===== src/rtl/program_loader.sv =====
// Program loader: receives a length-prefixed, XOR-checksummed byte stream and
// writes 15-bit instruction words into the instruction memory while the CPU
// is held. A good load ends with a one-cycle done/pc_clear pulse.
//
// state | meaning
// IDLE  | waiting for start, CPU free to run
// LEN   | waiting for the word-count byte
// HI    | waiting for the high byte of a word (also the write cycle after LO)
// LO    | waiting for the low byte of a word
// CHK   | waiting for the checksum byte (also the write cycle after last LO)
// DONE  | one-cycle completion, done and pc_clear pulse
// ERR   | load failed, CPU held, err sticky until start
module program_loader #(
    parameter int TIMEOUT = 1023
) (
    input  logic        clk,
    input  logic        rst_n,
    input  logic        start,
    input  logic [7:0]  rx_data,
    input  logic        rx_valid,
    output logic        rx_ready,
    output logic        im_we,
    output logic [7:0]  im_waddr,
    output logic [14:0] im_wdata,
    output logic        cpu_hold,
    output logic        pc_clear,
    output logic        busy,
    output logic        done,
    output logic        err
);

    localparam int TW = (TIMEOUT < 2) ? 1 : $clog2(TIMEOUT + 1);
    localparam logic [TW-1:0] TMAX = TW'(TIMEOUT);

    typedef enum logic [2:0] {
        IDLE = 3'd0,
        LEN  = 3'd1,
        HI   = 3'd2,
        LO   = 3'd3,
        CHK  = 3'd4,
        DONE = 3'd5,
        ERR  = 3'd6
    } state_t;

    state_t        state;
    logic [7:0]    addr;
    logic [8:0]    cnt;
    logic [7:0]    acc;
    logic [6:0]    hi_bits;
    logic [TW-1:0] tmr;
    logic          xfer;

    assign xfer = rx_valid & rx_ready;

    // Loader FSM with registered outputs; tmr counts down idle cycles and
    // the terminal count at zero trips the timeout on the next idle cycle.
    always_ff @(posedge clk or negedge rst_n) begin
        if (!rst_n) begin
            state    <= IDLE;
            addr     <= 8'd0;
            cnt      <= 9'd0;
            acc      <= 8'd0;
            hi_bits  <= 7'd0;
            tmr      <= '0;
            rx_ready <= 1'b0;
            im_we    <= 1'b0;
            im_waddr <= 8'd0;
            im_wdata <= 15'd0;
            cpu_hold <= 1'b0;
            pc_clear <= 1'b0;
            busy     <= 1'b0;
            done     <= 1'b0;
            err      <= 1'b0;
        end else begin
            im_we    <= 1'b0;
            done     <= 1'b0;
            pc_clear <= 1'b0;
            unique case (state)
                IDLE, ERR: begin
                    if (start) begin
                        state    <= LEN;
                        cpu_hold <= 1'b1;
                        err      <= 1'b0;
                        addr     <= 8'd0;
                        acc      <= 8'd0;
                        tmr      <= TMAX;
                        rx_ready <= 1'b1;
                        busy     <= 1'b1;
                    end
                end
                LEN, HI, LO, CHK: begin
                    if (xfer) begin
                        tmr <= TMAX;
                        unique case (state)
                            LEN: begin
                                cnt   <= (rx_data == 8'd0) ? 9'd256 : {1'b0, rx_data};
                                acc   <= acc ^ rx_data;
                                state <= HI;
                            end
                            HI: begin
                                if (rx_data[7]) begin
                                    state    <= ERR;
                                    err      <= 1'b1;
                                    rx_ready <= 1'b0;
                                    busy     <= 1'b0;
                                end else begin
                                    hi_bits <= rx_data[6:0];
                                    acc     <= acc ^ rx_data;
                                    state   <= LO;
                                end
                            end
                            LO: begin
                                im_we    <= 1'b1;
                                im_waddr <= addr;
                                im_wdata <= {hi_bits, rx_data};
                                acc      <= acc ^ rx_data;
                                addr     <= addr + 8'd1;
                                cnt      <= cnt - 9'd1;
                                // Hold off one cycle so the write cycle accepts no byte.
                                rx_ready <= 1'b0;
                                state    <= (cnt != 9'd1) ? HI : CHK;
                            end
                            default: begin
                                rx_ready <= 1'b0;
                                if (rx_data == acc) begin
                                    state    <= DONE;
                                    done     <= 1'b1;
                                    pc_clear <= 1'b1;
                                end else begin
                                    state <= ERR;
                                    err   <= 1'b1;
                                    busy  <= 1'b0;
                                end
                            end
                        endcase
                    end else if (tmr == '0) begin
                        state    <= ERR;
                        err      <= 1'b1;
                        rx_ready <= 1'b0;
                        busy     <= 1'b0;
                    end else begin
                        tmr      <= tmr - 1'b1;
                        rx_ready <= 1'b1;
                    end
                end
                DONE: begin
                    state    <= IDLE;
                    cpu_hold <= 1'b0;
                    busy     <= 1'b0;
                end
                default: begin
                    state    <= IDLE;
                    rx_ready <= 1'b0;
                    busy     <= 1'b0;
                end
            endcase
        end
    end

endmodule


===== config.mk =====
export PLATFORM = sky130hd
export DESIGN_NAME = program_loader
export DESIGN_NICKNAME = d
export VERILOG_FILES = /design/src/rtl/program_loader.sv
export SDC_FILE = /design/constraint.sdc
export NUM_CORES = 1
export LEC_CHECK = 0
export BUFFER_PORTS_ARGS = -buffer_cell sky130_fd_sc_hd__buf_2
export CAP_MARGIN = 30
export CORE_ASPECT_RATIO = 0.6
export CORE_MARGIN = 1.5
export CORE_UTILIZATION = 40
export DETAILED_ROUTE_END_ITERATION = 16
export PLACE_DENSITY = 0.58
export SYNTH_ARGS = -nofsm -noshare
export SYNTH_HDL_FRONTEND = slang
export SYNTH_SLANG_ARGS = --single-unit

===== constraint.sdc =====
create_clock -name clk -period 4 [get_ports clk]
set_clock_uncertainty 0.05 [all_clocks]
set_input_delay 0.4 -clock clk [delete_from_list [all_inputs] [get_ports clk]]
set_output_delay 0.4 -clock clk [all_outputs]
set_load 0.01 [all_outputs]

Yosys cells after proc, flatten, opt, wreduce, memory -nomap -nowiden --
Index checks and enable logic that the tools add are counted.
Word-level totals: register bits after elaboration 74, input port bits 12, output and inout bits 30, logic and storage cells 109
Cells by class: add/subtract/negate cells 3, equality and inequality tests 19, multiplexer cells 48, bitwise logic cells 4, reduce and logical (&&, ||, !) cells 21
Operator list (count):
- 8-bit case mux with 2 select lines | 3
- 8-bit two-way mux | 5
- 10-bit two-way mux | 3
- 10-bit case mux with 2 select lines | 1
- 1-bit two-way mux | 19
- 3-bit != test, second input constant | 6
- 9-bit case mux with 2 select lines | 1
- 3-bit two-way mux | 5
- 1-bit case mux with 2 select lines | 6
- 4-bit AND reduction | 3
- 10-bit logical NOT | 1
- 5-bit AND reduction | 2
- 10-bit by 1-bit subtractor with 10-bit output, second input constant | 1
- 3-bit == test, second input constant | 3
- 9-bit two-way mux | 1
- 9-bit by 1-bit != test with 1-bit output, second input constant | 1
- 3-bit case mux with 3 select lines | 1
- 3-bit AND reduction | 3
- 9-bit by 1-bit subtractor with 9-bit output, second input constant | 1
- 8-bit by 1-bit adder with 8-bit output, second input constant | 1
- 8-bit == test | 1
- 8-bit logical NOT | 1
- 4-bit != test, second input constant | 2
- 8-bit XOR | 1
- other kinds (15) | 23

Longest topological paths before layout --
Gate-level depths: netlist of run 1.
depth after elaboration 5, gate-level depth with buffers 8, mapped depth without buffers 6

Worst setup path after synthesis of run 1 --
No wires, ideal clock.
kind reg-to-reg, start register tmr[4], end register state[0], library setup time 0.077 ns, data arrival time 1.665 ns, required time 3.873 ns, setup slack 2.208 ns, stages on the path, launching flop included 6, path buffers 0, clock period less this slack 1.792 ns, cells stage by stage dfrtp_1 -> nor4_4 -> nand4_4 -> a31o_1 -> a2111o_1 -> o21ai_1
On the way: word-level cells in the longest chain between the ends 3
RTL lines:
- start: declaration | RTL line 50 | logic [TW-1:0] tmr;
- start signal: assignment | RTL line 142 | tmr <= tmr - 1'b1;
- 10-bit logical NOT | RTL line 136 | end else if (tmr == '0) begin
- 3-bit != test (no source line)
- 2-bit AND reduction (no source line)
- end signal: assignment | RTL line 121 | state <= (cnt != 9'd1) ? HI : CHK;
- end: declaration | RTL line 45 | state_t state;
Every way passes these cells. A chain may end at the register's enable or synchronous reset.

Final worst setup path of run 1 --
start register state[1], end register addr[6]
On the way: word-level cells in the longest chain between the ends 4, elaborated cells on any way between the ends 14, those cells by class eq/ne: 8; mux: 1; reduce/logical: 5
RTL lines:
- 3-bit by 1-bit == test with 1-bit output (tied with other cells) | RTL line 78 | unique case (state)
- 4-bit OR reduction / 2-bit OR reduction (equally long branches) | RTL line 78
- 2-bit != test (no source line) / 2-bit nonzero test (equally long branches)
- 4-bit AND reduction (no source line)
- end signal: assignment | RTL line 117 | addr <= addr + 8'd1;
- end: declaration | RTL line 46 | logic [7:0] addr;
Several ways; a longest one is shown, not always the timed one.

==> results.sh, run 1 <==
export IMPL_area_growth_pct=17.1
export IMPL_grtUsageMet1_pct=29.0
export IMPL_place_gp_congestion=0.795
export IMPL_cpMaxStageDelayCell="dfrtp_1"
export IMPL_busiest_layer="met1"
export IMPL_syn_inst=350
export IMPL_post_route_min_period_ns=2.51
export IMPL_start_kind="flip-flop"
export IMPL_synth_compound_area_share_pct=14.6
export IMPL_max_freq_mhz=398
export IMPL_p_int_mw=1.98
export IMPL_design_core_area_um2=9120
export IMPL_synth_nets=367
export IMPL_synth_xor_area_share_pct=4.66
export IMPL_fill_cells=882
export IMPL_path_cells="nand3b_1, nor2_2, buf_4, nand4_1, xor2_1, nor2_1"
export IMPL_clockBufferDepth=2
export IMPL_vias=2846
export IMPL_drt_iter0_drc=190
export IMPL_place_hpwl_um=5960
export IMPL_critPathMaxStageDelay_ns=0.80
export IMPL_r2r_setup_slack_ns=1.49
export IMPL_drt_pass1_iterations=5
export IMPL_fin_area_um2=4370
export IMPL_required_ns=4.15
export IMPL_ant_nets=0
export IMPL_rr_worst_depth=6
export IMPL_grt_use_met2_pct=24.6
export IMPL_p_leak_nw=2.02
export IMPL_ys_top_cells_by_count="dfrtp_1, mux2_2, nor2_1, o21ai_0, nand2_1"
export IMPL_synth_cell_types=60
export IMPL_synth_mux_area_share_pct=9.65
export IMPL_synth_cell_area_um2=3730
export IMPL_pwr_share_clk_pct=24.6
export IMPL_antenna_found_initial=0
export IMPL_rsz0062_at_grt="false"
export IMPL_yosys_area_top_type="dfrtp_1"
export IMPL_cts_resized=0
export IMPL_drcViolationCount=0
export IMPL_grt_met3_usage_pct=5.24
export IMPL_vias_per_cell=5.55
export IMPL_synth_edff_count=0
export IMPL_nets=410
export IMPL_io_buffers=41
export IMPL_timing_final_hold_violations=0
export IMPL_critPathArrivalTime_ns=2.66
export IMPL_placed_cell_area_um2=4040
export IMPL_yosys_area_share_adder_pct=1.68
export IMPL_synthFlopType="dfrtp_1"
export IMPL_setup_violations=0
export IMPL_worstMarginPinSlew_ns=0.855
export IMPL_root_buffer="clkbuf_16"
export IMPL_grtUsageTotal_pct=18.7
export IMPL_rows=27
export IMPL_p_sw_share_pct=36.9
export IMPL_synth_top_cell_area_share_pct=49.6
export IMPL_grt_max_degree=75
export IMPL_crit_type="flip-flop to flip-flop"
export IMPL_power_frac_comb_pct=35.3
export IMPL_r2r_start="state[1]"
export IMPL_critPathCaptureType="flip-flop"
export IMPL_holdWs_ns=0.352
export IMPL_worst_path_stages=6
export IMPL_synthArstFlopShare_pct=100
export IMPL_wl_per_cell_um=16.8
export IMPL_hold_path_class="input port to async pin"
export IMPL_yosysWarnings=0
export IMPL_crit_buf_inv=1
export IMPL_synth_most_common_cell="dfrtp_1"
export IMPL_fin_crit_sh_pct=62.8
export IMPL_routed_wl_um=8620
export IMPL_dieHeight_um=77.8
export IMPL_cts_tree="done"
export IMPL_dieWidth_um=128
export IMPL_layout_drive_gt1_share_pct=25.9
export IMPL_r2r_end="addr[6]"
export IMPL_synthTopCellsByArea="dfrtp_1, mux2_2, o21ai_0"
export IMPL_clk_pin_slew_ns=0.06
export IMPL_ios=42
export IMPL_avgSynthCellArea_um2=10.7
export IMPL_startpoint="state[1]"
export IMPL_grt_overflow=0
export IMPL_status="completed"
export IMPL_grt_pass1_wl_um=14200
export IMPL_cts_setup_buffers=0
export IMPL_synth_seq_area_share_pct=49.6
export IMPL_vdd_ir_drop_max_v=0.000348
export IMPL_initial_core_util_pct=40.9
export IMPL_ys_ff_latch=74
export IMPL_cpLargestDelayFamily="simple AND/OR/NAND/NOR gates"
export IMPL_cts_sinks=74
export IMPL_diodes=0
export IMPL_p_per_area_nw_per_um2=719
export IMPL_drv_slew=0
export IMPL_crit_path_max_fanout=24
export IMPL_clk_latency_ns=0.34
export IMPL_cap_violations=0
export IMPL_regArea_um2=1850
export IMPL_finalSetupTns_ns=0
export IMPL_slew_headroom_pct=42.4
export IMPL_synth_top_family_by_area="simple AND/OR/NAND/NOR gates"
export IMPL_cts_buffers=9
export IMPL_grt_pass1_vias=2621
export IMPL_synth_simple_area_share_pct=17.3
export IMPL_fp_dieArea_um2=9940
export IMPL_htree_levels=3
export IMPL_endpoint="addr[6]"
export IMPL_seqPwrFrac_pct=40.1
export IMPL_multi_input_area_um2=1790
export IMPL_power_switching_mw=1.16
==> registers in the layout, indices dropped and copies added (netlist names) <==
name / flops
im_waddr: 8
busy: 1
cnt: 9
done: 1
err: 1
hi_bits: 7
tmr: 10
cpu_hold: 1
addr: 8
acc: 8
im_we: 1
rx_ready: 1
state: 3
im_wdata: 15
==> layout make-up <==
class / count / area share [%]
inverters: 7 / 0.601
well taps: 116 / 3.32
flip-flops and latches: 74 / 42.4
multi-input cells: 255 / 40.9
repair buffers: 46 / 6.13
clock inverters: 3 / 0.544
clock buffers: 12 / 6.10
==> power groups by stage <==
| stage | Clock [mW] | Sequential [mW] | Combinational, mW |
|---|---|---|---|
| finish | 0.773 | 1.26 | 1.11 |
| detailed placement | 0 | 1.26 | 1.10 |
| global route | 0.830 | 1.30 | 1.23 |
| CTS | 0.798 | 1.26 | 1.11 |
| global placement | 0 | 1.26 | 1.08 |
| floorplan | 0 | 1.21 | 0.804 |
==> cells in the final DEF (no fill, tap or decap), types with 5 or more instances in the layout <==
cell	count
o21ai_0	25
dfrtp_1	74
a31oi_1	7
ha_1	5
a21oi_1	14
xor2_1	13
xnor2_1	5
nand3_1	6
buf_2	40
inv_1	7
nor2b_1	6
nor2_1	28
nand2_1	23
nor3_1	9
a21o_1	10
nand4_1	6
clkbuf_16	9
mux2_2	32
nor3b_1	8
==> worst min-delay path by stage <==
| stage | slack, ns | end |
|---|---|---|
| floorplan | 0.05 | acc[0] |
| global placement | 0.41 | busy |
| detailed placement | 0.43 | busy |
| CTS | 0.19 | tmr[6] |
| global route | 0.37 | cnt[6] |
| finish | 0.35 | cnt[6] |
==> through the flow <==
| step | util (%) | setup WS, ns | std cells | power (mW) |
|---|---|---|---|---|
| global route | 47.9 | 1.30 | 513 | 3.35 |
| detailed placement | 44.3 | 1.50 | 496 | 2.37 |
| global placement | 44.3 | 1.60 | 496 | 2.34 |
| CTS | 47.5 | 1.48 | 511 | 3.17 |
| finish | 47.9 | 1.49 | 513 | 3.14 |
| floorplan | - | 2.21 | 350 | 2.01 |
==> routing by layer <==
layer | share of wire (%) | vias up
met3 | 6.2 | 10
met2 | 39 | 80
met5 | 0 | -
li1 | - | 1362
met1 | 54 | 1394
met4 | 0.89 | 0
==> cells by family after synthesis <==
family,after synthesis
DFF,74
muxes,32
and+or+nand+nor,115
xor gates and xnor gates,19
AOI/OAI and AO/OA,84
adders and majority gates,5
buffers and inverters,21
==> what timing repair did <==
action,in CTS,in global routing
setup endpoints to repair,0,0
endpoints found under the hold margin,0,1
hold buffers,0,1
(Power assumes the default switching activity.)
==> run 2, diff against run 1 <==
--- a/config.mk
+++ b/config.mk
@@ -5,6 +5,7 @@
 export SDC_FILE = /design/constraint.sdc
 export NUM_CORES = 1
 export LEC_CHECK = 0
+export ABC_AREA = 1
 export BUFFER_PORTS_ARGS = -buffer_cell sky130_fd_sc_hd__buf_2
 export CAP_MARGIN = 30
 export CORE_ASPECT_RATIO = 0.6
==> constraint.sdc (replaced) <==
create_clock -name clk -period 2.6 [get_ports clk]
set_clock_uncertainty 0.05 [all_clocks]
set_input_delay 0.26 -clock clk [delete_from_list [all_inputs] [get_ports clk]]
set_output_delay 0.26 -clock clk [all_outputs]
set_load 0.01 [all_outputs]
==> results.sh, run 2 <==
export IMPL_rr_worst_depth=8
export IMPL_final_common_cell="nand2_1"
export IMPL_placed_cells=641
export IMPL_ios=42
export IMPL_yosys_area_top_type="dfrtp_1"
export IMPL_rows=27
export IMPL_yosys_area_share_adder_pct=1.64
export IMPL_max_freq_mhz=478
export IMPL_initial_core_util_pct=41.4
export IMPL_timing_final_hold_violations=0
export IMPL_drv_slew=0
export IMPL_critPathMaxStageDelay_ns=0.50
export IMPL_synth_xor_area_share_pct=2.98
export IMPL_synthFlopType="dfrtp_1"
export IMPL_layout_common_cells="nand2_1, dfrtp_1, inv_1, o21ai_0, buf_2"
export IMPL_grt_pass1_wl_um=14800
export IMPL_synth_cell_area_um2=3820
export IMPL_status="completed"
export IMPL_critPathCaptureType="flip-flop"
export IMPL_rsz0062_at_grt="false"
export IMPL_critPathArrivalTime_ns=2.26
export IMPL_fin_crit_sh_pct=80.5
export IMPL_top_regs="im_wdata (15), tmr (10), cnt (9)"
export IMPL_p_per_area_nw_per_um2=1220
export IMPL_setup_violations=0
export IMPL_synth_compound_area_share_pct=12.5
export IMPL_drt_iter0_drc=257
export IMPL_clockBufferDepth=2
export IMPL_startpoint="state[1]"
export IMPL_area_growth_pct=17.3
export IMPL_htree_levels=3
export IMPL_drcViolationCount=0
export IMPL_fp_dieArea_um2=10200
export IMPL_synth_edff_count=0
export IMPL_place_hpwl_um=6490
export IMPL_synth_nets=498
export IMPL_cpMaxStageDelayCell="dfrtp_1"
export IMPL_yosysWarnings=0
export IMPL_vias_per_cell=4.80
export IMPL_synth_mux_area_share_pct=0
export IMPL_io_buffers=41
export IMPL_worstMarginPinSlew_ns=0.635
export IMPL_r2r_setup_slack_ns=0.51
export IMPL_crit_type="flip-flop to flip-flop"
export IMPL_finalSetupTns_ns=0
export IMPL_slew_headroom_pct=57.6
export IMPL_root_buffer="clkbuf_16"
export IMPL_synth_top_family_by_area="simple AND/OR/NAND/NOR gates"
export IMPL_crit_top_cell="inv_1"
export IMPL_clk_latency_ns=0.34
export IMPL_grt_max_degree=35
export IMPL_layout_drive_gt1_share_pct=16.9
export IMPL_place_gp_congestion=0.927
export IMPL_wl_per_cell_um=13.4
export IMPL_ant_nets=0
export IMPL_cts_tree="done"
export IMPL_nets=540
export IMPL_hold_path_class="input port to flip-flop"
export IMPL_synth_simple_area_share_pct=27.3
export IMPL_cap_violations=0
export IMPL_grt_overflow=0
export IMPL_endpoint="addr[6]"
export IMPL_antenna_found_initial=0
export IMPL_start_kind="flip-flop"
export IMPL_r2r_end="addr[6]"
export IMPL_ys_top_cells_by_count="nand2_1, dfrtp_1, inv_1, o21ai_0, nor2_1"
export IMPL_dieHeight_um=78.7
export IMPL_synth_top_cell_area_share_pct=48.4
export IMPL_drt_pass1_iterations=4
export IMPL_syn_inst=481
export IMPL_avgSynthCellArea_um2=7.95
export IMPL_synthTopCellsByArea="dfrtp_1, nand2_1, o21ai_0"
export IMPL_synth_most_common_cell="nand2_1"
export IMPL_required_ns=2.77
export IMPL_synthArstFlopShare_pct=100
export IMPL_ys_ff_latch=74
export IMPL_synth_cell_types=30
export IMPL_grt_pass1_vias=2940
export IMPL_max_flop_register="im_wdata"
export IMPL_dieWidth_um=129
export IMPL_clk_pin_slew_ns=0.06
export IMPL_vdd_ir_drop_max_v=0.000458
export IMPL_grtUsageTotal_pct=19.1
export IMPL_largest_register_ff_count=15
export IMPL_p_leak_nw=2.32
export IMPL_r2r_start="state[1]"
export IMPL_crit_path_max_fanout=17
export IMPL_cts_buffers=9
export IMPL_layoutNonFillerInstCount=658
export IMPL_cts_sinks=74
export IMPL_vias=3160
export IMPL_path_cells="nor2_1, nand2_1, nand2_4, inv_1, o21ai_2, inv_1, nand3_1, o21ai_0"
export IMPL_design_core_area_um2=9220
export IMPL_post_route_min_period_ns=2.09
export IMPL_synth_seq_area_share_pct=48.4
export IMPL_diodes=0
export IMPL_routed_wl_um=8820
-- run 2: worst min path at each step --
stage | from | endpoint | slack (ns) | cells past startpoint
CTS | rx_data[0] | cnt[0] | 0.18 | 3
global route | rx_data[0] | cnt[0] | 0.23 | 3
detailed placement | rst_n | im_wdata[13] | 0.26 | 1
global placement | rst_n | im_wdata[13] | 0.25 | 1
finish | rx_data[0] | cnt[0] | 0.19 | 3
floorplan | rst_n | acc[0] | -0.09 | 0
-- run 2: cells by family after synthesis --
group                    Yosys count
flip-flops                        74
buffers and inverters             63
adder cells (fa/ha/maj)            5
XOR/XNOR                          13
AND/OR/NAND/NOR                  245
AO/OA/AOI/OAI                     81
-- run 2: routing by layer --
metal	vias up	routed length (µm)	track usage, %
met5	-	0	0
met4	0	80	6.07
met3	8	414	4.78
met2	65	3440	26.1
met1	1462	4890	29.2
li1	1625	-	-
-- run 2: report_power, final --
group          switching, mW  total (mW)  internal, mW
Combinational           1.44        2.16         0.719
Clock                  0.507        1.45         0.945
Sequential             0.289        1.86          1.57
-- run 2: timing repair --
action,in CTS,in global routing
endpoints found under the hold margin,26,0
setup buffers,0,0
gates resized for setup,0,0
hold buffers,1,0
-- run 2: area by class of cell --
cell class | instances | area [µm²]
sequential | 74 | 1850
clock buffer | 9 | 225
fill | 909 | 4740
inverter | 49 | 184
tap | 130 | 163
multi-input combinational | 344 | 1700
clock inverter | 7 | 124
timing repair buffer | 45 | 238
-- run 2: worst max-delay path: cells and delay by family (launching register included) --
kind | cells | cell delay, ns
buffers and inverters | 2 | 0.32
AND/OR/NAND/NOR | 4 | 0.61
AO/OA/AOI/OAI | 2 | 0.47
flip-flops | 1 | 0.50
-- run 2: per-stage QoR --
stage	utilization [%]	instance area, µm²	total power [mW]	setup slack (ns)	hold WS (ns)
2_1_floorplan	-	3820	3.52	1.02	-0.0856
3_3_place_gp	44.7	4120	4.00	0.606	0.255
3_5_place_dp	44.7	4120	4.03	0.546	0.261
4_1_cts	48.6	4480	5.51	0.541	0.177
5_1_grt	48.6	4480	5.91	0.333	0.228
6_report	48.6	4480	5.47	0.508	0.186
==> run 3, diff against run 2 <==
==> constraint.sdc (replaced) <==
create_clock -name clk -period 2 [get_ports clk]
set_clock_uncertainty 0.05 [all_clocks]
set_input_delay 0.2 -clock clk [delete_from_list [all_inputs] [get_ports clk]]
set_output_delay 0.2 -clock clk [all_outputs]
set_load 0.01 [all_outputs]
==> results.sh, run 3 (synthesis results as in run 2) <==
export IMPL_dieHeight_um=78.7
export IMPL_cts_sinks=74
export IMPL_slew_headroom_pct=58.0
export IMPL_drt_pass1_iterations=4
export IMPL_placed_cell_area_um2=4200
export IMPL_required_ns=2.14
export IMPL_timing_final_hold_violations=0
export IMPL_clockBufferDepth=2
export IMPL_post_route_min_period_ns=1.81
export IMPL_critPathCaptureType="flip-flop"
export IMPL_crit_type="flip-flop to flip-flop"
export IMPL_clk_pin_slew_ns=0.06
export IMPL_final_common_cell="nand2_1"
export IMPL_crit_path_max_fanout=8
export IMPL_wl_per_cell_um=13.3
export IMPL_start_kind="flip-flop"
export IMPL_grt_pass1_wl_um=15100
export IMPL_vdd_ir_drop_max_v=0.000912
export IMPL_grtUsageTotal_pct=19.1
export IMPL_largest_register_ff_count=15
export IMPL_rows=27
export IMPL_placed_cells=649
export IMPL_hold_start="rx_data[0]"
export IMPL_finalSetupTns_ns=0
export IMPL_grt_met3_usage_pct=4.78
export IMPL_initial_core_util_pct=41.4
export IMPL_r2r_end="tmr[4]"
export IMPL_r2r_setup_slack_ns=0.19
export IMPL_drcViolationCount=0
export IMPL_nets=548
export IMPL_diodes=0
export IMPL_clk_latency_ns=0.33
export IMPL_layoutNonFillerInstCount=665
export IMPL_vias=3162
export IMPL_fin_area_um2=4550
export IMPL_design_core_area_um2=9220
export IMPL_io_buffers=41
export IMPL_p_leak_nw=2.36
export IMPL_p_per_area_nw_per_um2=1580
export IMPL_holdWs_ns=0.115
export IMPL_max_flop_register="im_wdata"
export IMPL_rsz0062_at_grt="false"
export IMPL_root_buffer="clkbuf_16"
export IMPL_busiest_layer="met1"
export IMPL_routed_wl_um=8840
export IMPL_hold_end="cnt[0]"
export IMPL_rr_worst_depth=8
export IMPL_fin_crit_sh_pct=90.4
export IMPL_cap_violations=0
export IMPL_layout_drive_gt1_share_pct=18.1
export IMPL_top_regs="im_wdata (15), tmr (10), cnt (9)"
export IMPL_finalPower_mw=7.20
export IMPL_fp_dieArea_um2=10200
export IMPL_worstMarginPinSlew_ns=0.629
export IMPL_grtUsageMet1_pct=29.2
export IMPL_drt_iter0_drc=201
export IMPL_place_hpwl_um=6440
export IMPL_htree_levels=3
export IMPL_place_gp_congestion=0.891
export IMPL_max_freq_mhz=553
export IMPL_grt_overflow=0
export IMPL_layout_common_cells="nand2_1, dfrtp_1, inv_1, o21ai_0, buf_2"
export IMPL_status="completed"
export IMPL_r2r_start="state[2]"
export IMPL_grt_max_degree=75
export IMPL_cts_setup_buffers=0
export IMPL_cts_tree="done"
export IMPL_antenna_found_initial=0
export IMPL_hold_path_class="input port to flip-flop"
export IMPL_setup_violations=0
export IMPL_area_growth_pct=19.0
export IMPL_ios=42
export IMPL_vias_per_cell=4.75
export IMPL_drv_slew=0
export IMPL_critPathArrivalTime_ns=1.95
export IMPL_cts_buffers=9
export IMPL_grt_use_met2_pct=26.2
export IMPL_dieWidth_um=129
export IMPL_ant_nets=0
export IMPL_grt_pass1_vias=3031
export IMPL_min_delay_path_depth=3
## run 3: cell types whose count changed in the layout (fill, tap and decap cells not counted), sizes merged
cell  previous run  this run
buf             44        52
inv             51        50
## run 3: where the power goes
group | internal [mW] | switching [mW] | total (mW) | leakage (nW)
logic | 1.02 | 1.94 | 2.96 | 1.27
registers | 2.04 | 0.357 | 2.40 | 0.926
clock network | 1.22 | 0.629 | 1.85 | 0.162
## run 3: worst max path at each step
stage | depth (start not counted) | end | slack, ns | start
final | 8 | tmr[4] | 0.19 | state[2]
after global routing | 10 | tmr[5] | 0.008 | state[2]
after CTS | 9 | tmr[4] | 0.18 | state[0]
after detailed placement | 9 | tmr[4] | 0.19 | state[0]
after global placement | 7 | state[2] | 0.23 | state[0]
after floorplan | 8 | addr[4] | 0.42 | rx_ready
## run 3: per-layer routing
metal | vias to the layer above | wire, µm
li1 | 1637 | -
met1 | 1461 | 4900
met2 | 60 | 3510
met3 | 4 | 402
met4 | 0 | 29
met5 | - | 0
## run 3: timing repair
item                                   4_1_cts  5_1_grt
resized for setup                            0        1
hold buffers                                 1        0
endpoints found under the hold margin       74        0
setup endpoints to repair                    0        3
## run 3: metrics by stage
| step | util, % | setup WS (ns) |
|---|---|---|
| 6_report | 49.3 | 0.193 |
| 2_1_floorplan | - | 0.422 |
| 4_1_cts | 49.3 | 0.185 |
| 5_1_grt | 49.3 | 0.00803 |
| 3_5_place_dp | 45.5 | 0.188 |
| 3_3_place_gp | 45.5 | 0.231 |
## run 3: critical path: stages, from the launching register on
cell	delay (ns)
dfrtp_1	0.46
inv_2	0.14
o21ai_4	0.11
nand2_2	0.12
nor2_4	0.05
nor2_4	0.18
o21ai_0	0.24
o21ai_0	0.20
o21ai_0	0.10
## run 3: area by class of cell
| cell class | instances | area [µm²] |
|---|---|---|
| fill | 908 | 4670 |
| clock buffer | 9 | 225 |
| multi-input combinational | 344 | 1700 |
| tap | 130 | 163 |
| sequential | 74 | 1850 |
| timing repair buffer | 53 | 310 |
| inverter | 49 | 184 |
| clock inverter | 6 | 115 |
